## config.mk

```make
export PLATFORM = sky130hd
export DESIGN_NAME = arbitrated_mem_mux_flat
export DESIGN_NICKNAME = d
export VERILOG_FILES = /design/src/rtl/arbitrated_mem_mux_if.sv /design/src/rtl/arbitrated_mem_mux.sv /design/src/flat_wrapper.sv
export SDC_FILE = /design/constraint.sdc
export NUM_CORES = 1
export LEC_CHECK = 0
export ABC_AREA = 1
export CORE_AREA = 2 2 157 159
export DETAILED_ROUTE_END_ITERATION = 12
export DIE_AREA = 0 0 159 161
export PLACE_DENSITY = 0.62
export REMOVE_ABC_BUFFERS = 1
export SYNTH_ARGS = -nofsm -noshare
export SYNTH_HDL_FRONTEND = slang
export SYNTH_SLANG_ARGS = --single-unit
```

## constraint.sdc

```tcl
create_clock -name clock -period 4.05 [get_ports clock]
set_clock_uncertainty 0.1 [all_clocks]
set_input_delay 0.81 -clock clock [delete_from_list [all_inputs] [get_ports clock]]
set_output_delay 0.81 -clock clock [all_outputs]
set_load 0.05 [all_outputs]
```

## src/rtl/arbitrated_mem_mux_if.sv

```systemverilog
// Requester-side and memory-side signals of the arbitrated memory mux.
// The mux connects through the slave modport. The requesters, arbiter and memory connect through the master modport.
interface arbitrated_mem_mux_if #(
    parameter int unsigned NUM_PORTS     = 4,
    parameter int unsigned DATA_WIDTH    = 32,
    parameter int unsigned ADDRESS_WIDTH = 32
);
    localparam int unsigned GW = $clog2(NUM_PORTS);

    logic [GW-1:0]                      grant;
    logic                               grant_valid;
    logic [NUM_PORTS-1:0]               port_read;
    logic [NUM_PORTS-1:0]               port_write;
    logic [NUM_PORTS*ADDRESS_WIDTH-1:0] port_address;
    logic [NUM_PORTS*DATA_WIDTH-1:0]    port_data_in;
    logic [NUM_PORTS-1:0]               port_resp_valid;
    logic [DATA_WIDTH-1:0]              port_data_out;
    logic                               mem_read;
    logic                               mem_write;
    logic [ADDRESS_WIDTH-1:0]           mem_address;
    logic [DATA_WIDTH-1:0]              mem_data_out;
    logic                               mem_ready;
    logic                               mem_resp_valid;
    logic [DATA_WIDTH-1:0]              mem_data_in;
    logic                               stray_resp;

    modport slave (
        input  grant, grant_valid, port_read, port_write, port_address, port_data_in,
        input  mem_ready, mem_resp_valid, mem_data_in,
        output port_resp_valid, port_data_out, mem_read, mem_write, mem_address,
        output mem_data_out, stray_resp
    );

    modport master (
        output grant, grant_valid, port_read, port_write, port_address, port_data_in,
        output mem_ready, mem_resp_valid, mem_data_in,
        input  port_resp_valid, port_data_out, mem_read, mem_write, mem_address,
        input  mem_data_out, stray_resp
    );
endinterface

```

## src/rtl/arbitrated_mem_mux.sv

```systemverilog
// Captures the arbiter-granted port's request and issues it on the shared memory interface.
// It routes the response back to the owning port. Only one transaction is outstanding at a time.
module arbitrated_mem_mux #(
    parameter int unsigned NUM_PORTS     = 4,
    parameter int unsigned DATA_WIDTH    = 32,
    parameter int unsigned ADDRESS_WIDTH = 32
) (
    input logic                  clock,
    input logic                  reset,
    arbitrated_mem_mux_if.slave  bus
);
    localparam int unsigned GW = $clog2(NUM_PORTS);

    typedef enum logic [1:0] {S_IDLE, S_ISSUE, S_WAIT, S_DONE} state_t;

    state_t                   state_q;
    logic [GW-1:0]            owner_q;
    logic [ADDRESS_WIDTH-1:0] addr_q;
    logic [DATA_WIDTH-1:0]    wdata_q;
    logic [DATA_WIDTH-1:0]    rdata_q;
    logic                     mem_read_q;
    logic                     mem_write_q;
    logic [NUM_PORTS-1:0]     resp_valid_q;
    logic                     stray_q;

    logic                     sel_hit;
    logic                     sel_read;
    logic [ADDRESS_WIDTH-1:0] sel_addr;
    logic [DATA_WIDTH-1:0]    sel_data;

    // Index match over the real ports only, so an out-of-range grant selects nothing
    always_comb begin
        sel_hit  = 1'b0;
        sel_read = 1'b0;
        sel_addr = '0;
        sel_data = '0;
        for (int unsigned i = 0; i < NUM_PORTS; i++) begin
            if (bus.grant == GW'(i)) begin
                sel_hit  = bus.port_read[i] | bus.port_write[i];
                sel_read = bus.port_read[i];
                sel_addr = bus.port_address[i*ADDRESS_WIDTH +: ADDRESS_WIDTH];
                sel_data = bus.port_data_in[i*DATA_WIDTH +: DATA_WIDTH];
            end
        end
    end

    always_ff @(posedge clock) begin
        if (reset) begin
            state_q      <= S_IDLE;
            owner_q      <= '0;
            addr_q       <= '0;
            wdata_q      <= '0;
            rdata_q      <= '0;
            mem_read_q   <= 1'b0;
            mem_write_q  <= 1'b0;
            resp_valid_q <= '0;
            stray_q      <= 1'b0;
        end else begin
            stray_q      <= 1'b0;
            resp_valid_q <= '0;
            case (state_q)
                S_IDLE: begin
                    if (bus.mem_resp_valid) stray_q <= 1'b1;
                    if (bus.grant_valid && sel_hit) begin
                        owner_q     <= bus.grant;
                        addr_q      <= sel_addr;
                        wdata_q     <= sel_data;
                        mem_read_q  <= sel_read;
                        mem_write_q <= ~sel_read;
                        state_q     <= S_ISSUE;
                    end
                end
                S_ISSUE: begin
                    if (bus.mem_ready) begin
                        mem_read_q  <= 1'b0;
                        mem_write_q <= 1'b0;
                        // Accept and response in the same cycle skip WAIT entirely
                        if (bus.mem_resp_valid) begin
                            rdata_q      <= bus.mem_data_in;
                            resp_valid_q <= NUM_PORTS'(1) << owner_q;
                            state_q      <= S_DONE;
                        end else begin
                            state_q <= S_WAIT;
                        end
                    end else if (bus.mem_resp_valid) begin
                        stray_q <= 1'b1;
                    end
                end
                S_WAIT: begin
                    if (bus.mem_resp_valid) begin
                        rdata_q      <= bus.mem_data_in;
                        resp_valid_q <= NUM_PORTS'(1) << owner_q;
                        state_q      <= S_DONE;
                    end
                end
                S_DONE: begin
                    if (bus.mem_resp_valid) stray_q <= 1'b1;
                    state_q <= S_IDLE;
                end
                default: state_q <= S_IDLE;
            endcase
        end
    end

    assign bus.mem_read        = mem_read_q;
    assign bus.mem_write       = mem_write_q;
    assign bus.mem_address     = addr_q;
    assign bus.mem_data_out    = wdata_q;
    assign bus.port_resp_valid = resp_valid_q;
    assign bus.port_data_out   = rdata_q;
    assign bus.stray_resp      = stray_q;
endmodule
```

## src/flat_wrapper.sv

```systemverilog
// flat-port wrapper written by rule: the top's interface ports become plain ports
module arbitrated_mem_mux_flat 
#(
    parameter int unsigned NUM_PORTS     = 4,
    parameter int unsigned DATA_WIDTH    = 32,
    parameter int unsigned ADDRESS_WIDTH = 32
)
  (clock, reset, bus_grant, bus_grant_valid, bus_port_read, bus_port_write, bus_port_address, bus_port_data_in, bus_mem_ready, bus_mem_resp_valid, bus_mem_data_in, bus_port_resp_valid, bus_port_data_out, bus_mem_read, bus_mem_write, bus_mem_address, bus_mem_data_out, bus_stray_resp);
  arbitrated_mem_mux_if #(.NUM_PORTS(NUM_PORTS), .DATA_WIDTH(DATA_WIDTH), .ADDRESS_WIDTH(ADDRESS_WIDTH)) bus_i ();
  input logic clock;
  input logic reset;
  input wire logic [$bits(bus_i.grant)-1:0] bus_grant;
  input wire logic [$bits(bus_i.grant_valid)-1:0] bus_grant_valid;
  input wire logic [$bits(bus_i.port_read)-1:0] bus_port_read;
  input wire logic [$bits(bus_i.port_write)-1:0] bus_port_write;
  input wire logic [$bits(bus_i.port_address)-1:0] bus_port_address;
  input wire logic [$bits(bus_i.port_data_in)-1:0] bus_port_data_in;
  input wire logic [$bits(bus_i.mem_ready)-1:0] bus_mem_ready;
  input wire logic [$bits(bus_i.mem_resp_valid)-1:0] bus_mem_resp_valid;
  input wire logic [$bits(bus_i.mem_data_in)-1:0] bus_mem_data_in;
  output wire logic [$bits(bus_i.port_resp_valid)-1:0] bus_port_resp_valid;
  output wire logic [$bits(bus_i.port_data_out)-1:0] bus_port_data_out;
  output wire logic [$bits(bus_i.mem_read)-1:0] bus_mem_read;
  output wire logic [$bits(bus_i.mem_write)-1:0] bus_mem_write;
  output wire logic [$bits(bus_i.mem_address)-1:0] bus_mem_address;
  output wire logic [$bits(bus_i.mem_data_out)-1:0] bus_mem_data_out;
  output wire logic [$bits(bus_i.stray_resp)-1:0] bus_stray_resp;
  assign bus_i.grant = bus_grant;
  assign bus_i.grant_valid = bus_grant_valid;
  assign bus_i.port_read = bus_port_read;
  assign bus_i.port_write = bus_port_write;
  assign bus_i.port_address = bus_port_address;
  assign bus_i.port_data_in = bus_port_data_in;
  assign bus_i.mem_ready = bus_mem_ready;
  assign bus_i.mem_resp_valid = bus_mem_resp_valid;
  assign bus_i.mem_data_in = bus_mem_data_in;
  assign bus_port_resp_valid = bus_i.port_resp_valid;
  assign bus_port_data_out = bus_i.port_data_out;
  assign bus_mem_read = bus_i.mem_read;
  assign bus_mem_write = bus_i.mem_write;
  assign bus_mem_address = bus_i.mem_address;
  assign bus_mem_data_out = bus_i.mem_data_out;
  assign bus_stray_resp = bus_i.stray_resp;
  arbitrated_mem_mux #(.NUM_PORTS(NUM_PORTS), .DATA_WIDTH(DATA_WIDTH), .ADDRESS_WIDTH(ADDRESS_WIDTH)) u_core (.clock(clock), .reset(reset), .bus(bus_i));
endmodule
```

Word-level counts from Yosys, hierarchy flattened
Cells that the tools add are included.
- register bits: 107
- input bits: 303
- output and inout port bits: 103
- logic and storage cells: 69
- equality and inequality tests: 9
- shift-type cells: 1
- multiplexer cells: 35
- bitwise gates (word level): 5
- reduce and logical (&&, ||, !) cells: 10
- operator list (kind ; number):
    $mux W32 ; 10
    $pmux W32 S2 ; 1
    $mux W1 ; 14
    $eq A2 B2 Y1 const B ; 4
    $mux W4 ; 2
    $pmux W2 S4 ; 1
    $pmux W4 S2 ; 1
    $mux W2 ; 3
    $pmux W1 S2 ; 3
    $reduce_and A3 Y1 ; 2
    $eq A2 B1 Y1 const B ; 2
    $logic_not A2 Y1 ; 2
    $ne A2 B2 Y1 const B ; 2
    $or A1 B1 Y1 ; 4
    $reduce_and A2 Y1 ; 2
    $reduce_bool A2 Y1 ; 2
    $shl A1 B2 Y4 const A ; 1
    $ne A2 B1 Y1 const B ; 1
    $reduce_or A2 Y1 ; 1
    $logic_and A1 B1 Y1 ; 1
    $not A1 Y1 ; 1

Depth between registers and ports, before layout
- word-level depth: 8
- mapped depth: 14
- gate-level depth less buffers: 12

Least setup slack after synthesis
OpenSTA, ideal clock, no wires.
- path kind: input to register
- start point: in bus_grant[0]
- end point: reg u_core.addr_q[0] (netlist: u_core.bus.mem_address[0])
- library setup time: 0.128 ns
- data arrival time: 2.000 ns
- data required time: 3.822 ns
- slack: 1.823 ns
- stages on the path: 10
- buffers on the path: 3
- cell sequence: buf_4 nand2_4 or2_1 o21a_1 nand3_2 inv_2 buf_6 buf_4 o21ai_1 nor2_1
- longest elaborated chain between the ends: 7
- elaborated cells between the ends (all ways): 14
- those cells by class: 3 x eq/ne; 8 x mux; 3 x reduce/logical
- ends and longest elaborated chain (item ; line ; RTL):
    from (decl) ; flat_wrapper.sv:12 ; input wire logic [$bits(bus_i.grant)-1:0] bus_grant;
    $logic_not A2 Y1 ; arbitrated_mem_mux.sv:38 ; if (bus.grant == GW'(i)) begin
    $mux W1 (4 in a row) ; arbitrated_mem_mux.sv:38 ;
    $logic_and A1 B1 Y1 ; arbitrated_mem_mux.sv:64 ; if (bus.grant_valid && sel_hit) begin
    $reduce_and A2 Y1 (no line) ; n/a ;
    to (signal assigned) ; arbitrated_mem_mux.sv:66 ; addr_q <= sel_addr;
    to (decl) ; arbitrated_mem_mux.sv:18 ; logic [ADDRESS_WIDTH-1:0] addr_q;
Several ways; a longest one is shown, not always the timed one.
A chain may end at the register's enable or synchronous reset.

Final worst setup path
- start point: in bus_grant[0]
- end point: reg u_core.wdata_q[1] (netlist: u_core.bus.mem_data_out[1])
- longest elaborated chain between the ends: 7
- elaborated cells between the ends (all ways): 14
- those cells by class: 3 x eq/ne; 8 x mux; 3 x reduce/logical
- ends and longest elaborated chain (item ; line ; RTL):
    $logic_not A2 Y1 ; arbitrated_mem_mux.sv:38 ;
    $mux W1 (4 in a row) ; arbitrated_mem_mux.sv:38 ;
    $logic_and A1 B1 Y1 ; arbitrated_mem_mux.sv:64 ;
    $reduce_and A2 Y1 (no line) ; n/a ;
    to (signal assigned) ; arbitrated_mem_mux.sv:67 ; wdata_q <= sel_data;
    to (decl) ; arbitrated_mem_mux.sv:19 ; logic [DATA_WIDTH-1:0] wdata_q;
Several ways; a longest one is shown, not always the timed one.

==> summary.txt <==
Power and ir drop
  – Leakage: 3.81 nW
  – Total power draw: roughly 0.0043 W
  – VDD IR max: roughly 0.21 mV
  – Power Dens Cells: 430 nW/um^2

Critical path
  – Setup CP Type: input port to register
  – CP Launch Type: input port
  – Crit-path slowest cell: clkdlybuf4s50_1
  – CP required: 4180 ps
  – Critical path buffers and inverters: 3
  – Worst Setup End Kind: register
  – Worst-path cell chain: clkdlybuf4s50_1 -> nand2_4 -> or2_1 -> o21a_1 -> nand3_2 -> clkinv_2 -> buf_12 -> o21ai_0 -> nor2_1
  – Max stage delay on crit path: around 760 ps
  – Worst-path maximum fanout: 60
  – Top Family by Delay on Critical Path: buffers and inverters
  – Worst Path Arrival: 2990 ps

Timing
  – Slew @ Worst Pin: 811 ps
  – RSZ-0062 raised after global routing: no
  – Final Setup Violations: 0
  – Final worst slack: 1190 ps
  – Min Clock Period, post-route: 2860 ps
  – Fin crit share: 0.707
  – Hold slack: approximately 360 ps
  – Max-slew violations: 0
  – Final-report hold violation count: 0
  – Slew headroom: 0.459
  – Fmax: 0.349 GHz

Global routing
  – Total track usage: 0.191
  – Pin count of the biggest net entering global routing: between 60 and 70
  – Gr ovfl total: 0
  – Initial antenna violation count: 5
  – Global-route wire length before repair: 38.6 mm
  – Vias in the first global route: 6858

Yosys
  – Average size of a mapped cell: 6.52 um^2
  – Synth Area in Adders: 0.0114
  – Flops & latches, synth: 107
  – Simple-gate share of the synthesized area: 0.376
  – Mux share of post-synthesis cell area: 0
  – Dominant synthesized flop cell: dfxtp_1
  – Register area share after synthesis: 0.392
  – Post-Synth XOR/XNOR Area: 0
  – Synth unique cells: 27
  – Synth Warn #: 0
  – EDFF count, synth: 0
  – Largest family of logic cells by synthesized area: simple AND/OR/NAND/NOR gates
  – Synth Area in Compound Gates: 0.151
  – Mapped Cells: 838
  – Ys async rst share: 0
  – Synth Cell Area: 5470 um^2

Die
  – Top-level I/O count: 406
  – Core footprint: 24000 um^2
  – Die Wd: roughly 160 um
  – DIE HEIGHT: 161 um
  – Row Count: between 50 and 60
  – Die area: 25600 um^2
  – Initial core utilization: 0.228

Clock network
  – Skew-Pair Late Insertion Delay: 340 ps
  – Clock transition at path regs: 70 ps
  – CTS Root Cell: clkbuf_16
  – CTS resizes: 0
  – Number of CTS-inserted buffers: 9
  – Cts-stage hold buffer count: 0
  – H-tree levels: 3
  – CTS sink count: roughly 110
  – Post-CTS Setup Inserts: 0
  – CTS tree: built
  – Clock tree buffer depth: 2

Drt
  – First drt pass iteration count: 5
  – # DRC: 0
  – Routed WL: 25.0 mm
  – Final ANT Viol Nets: 0
  – Vias per inst: 4.52
  – Via count: 6965
  – Drt initial violations: 476
  – Avg WL per Cell: around 16 um

Min path
  – Worst min path class: register to register

Placement
  – Placed cells: between 1500 and 2000
  – Worst slack at placement: 855 ps
  – Post-DP HPWL: 19.1 mm
  – GPL Wtd Cong: between 0.8 and 0.9
  – PortBufs: 405

Cells and area
  – Nets: 1516
  – Fill cells: 2473
  – Area grow syn2layout: 85.1%
  – Share of layout cells above drive strength 1: 0.0371
  – Final Instance Count excl. Fillers: 1540

Job
  – Maxcap violations: 0

Outcome
  – Status: complete, no violations
## area by class of cell
cell class                 instances  area, um^2  area share
clock buffer                       9         225      0.0223
tap                              324         405      0.0401
timing repair buffer             422        4220       0.417
multi-input combinational        646        2960       0.293
inverter                          22        83.8     0.00828
clock inverter                     6        72.6     0.00717
antenna                            4        10.0    0.000989
sequential                       107        2140       0.212
## report_power, final
part | total [W] | switching (W) | leakage, nW | internal (W)
Clock | 0.000907 | 0.000424 | 0.143 | 0.000484
Combinational | 0.00209 | 0.00129 | 2.80 | 0.000808
Sequential | 0.00135 | 0.000102 | 0.874 | 0.00124
Total | 0.00435 | 0.00181 | 3.81 | 0.00254
## cell usage after synthesis, types with 7 or more instances
library cell,number,area (um^2)
a21oi_1,68,340
a221oi_1,28,245
buf_1,8,30.0
buf_2,7,35.0
buf_4,8,60.1
clkbuf_1,37,139
dfxtp_1,107,2140
inv_1,17,63.8
nand2_1,371,1390
nand3_1,41,205
nand4_1,38,238
nor2_1,47,176
o21ai_0,14,70.1
o21ai_1,20,100
## cells in the final DEF (no fill, tap or decap), drive strengths merged, types with 2 or more instances in the layout
| cell | instances |
|---|---|
| buf | 18 |
| clkdlybuf4s50 | 404 |
| dfxtp | 107 |
| nand3 | 42 |
| inv | 23 |
| or2 | 2 |
| clkbuf | 9 |
| a21oi | 68 |
| clkinv | 3 |
| a221oi | 28 |
| nand4 | 38 |
| diode | 4 |
| a22o | 2 |
| o22ai | 2 |
| nand2 | 372 |
| ha | 5 |
| o21ai | 34 |
| nor2 | 48 |
| o21a | 3 |
## through the flow
stage / instance area (um^2) / utilization / TNS [ps]
final: 10100 / 0.422 / 0
after floorplan: 5170 / - / -54960
after CTS: 10100 / 0.422 / 0
after global routing: 10100 / 0.422 / 0
after global placement: 9810 / 0.409 / 0
after detailed placement: 9810 / 0.409 / 0
## routing by layer
layer,vias to the layer above,share of wire,track usage
met5,-,0.00052,0
met4,2,0.018,0.0628
met3,28,0.089,0.0681
met2,290,0.49,0.330
met1,3130,0.41,0.221
li1,3515,-,-
## path summary, 6_finish.rpt
kind,start,end,slack (ps),depth (start not counted)
hold / removal,u_core.bus.port_data_out[15],u_core.bus.port_data_out[15],360,2
setup reg to reg,u_core.state_q[1],u_core.bus.port_data_out[26],1870,10
setup / recovery,bus_grant[0],u_core.bus.mem_data_out[1],1190,9
hold reg to reg,u_core.bus.port_data_out[15],u_core.bus.port_data_out[15],360,2
## cells by family after synthesis
| group | count (synthesis) |
|---|---|
| buf+inv | 85 |
| compound gates | 139 |
| simple gates | 502 |
| flops | 107 |
| fa+ha+maj | 5 |
## registers in the layout (all words and copies together), names as in the netlist
register / count
u_core.bus.stray_resp: 1
u_core.state_q: 2
u_core.bus.mem_address: 32
u_core.bus.port_resp_valid: 4
u_core.bus.mem_write: 1
u_core.bus.mem_data_out: 32
u_core.bus.port_data_out: 32
u_core.bus.mem_read: 1
u_core.owner_q: 2
## worst min-delay path, delay by kind of cell (launching register included)
kind	cells	cell delay, ps
flops	1	310
simple gates	1	60
compound gates	1	50
(Power assumes the default switching activity.)
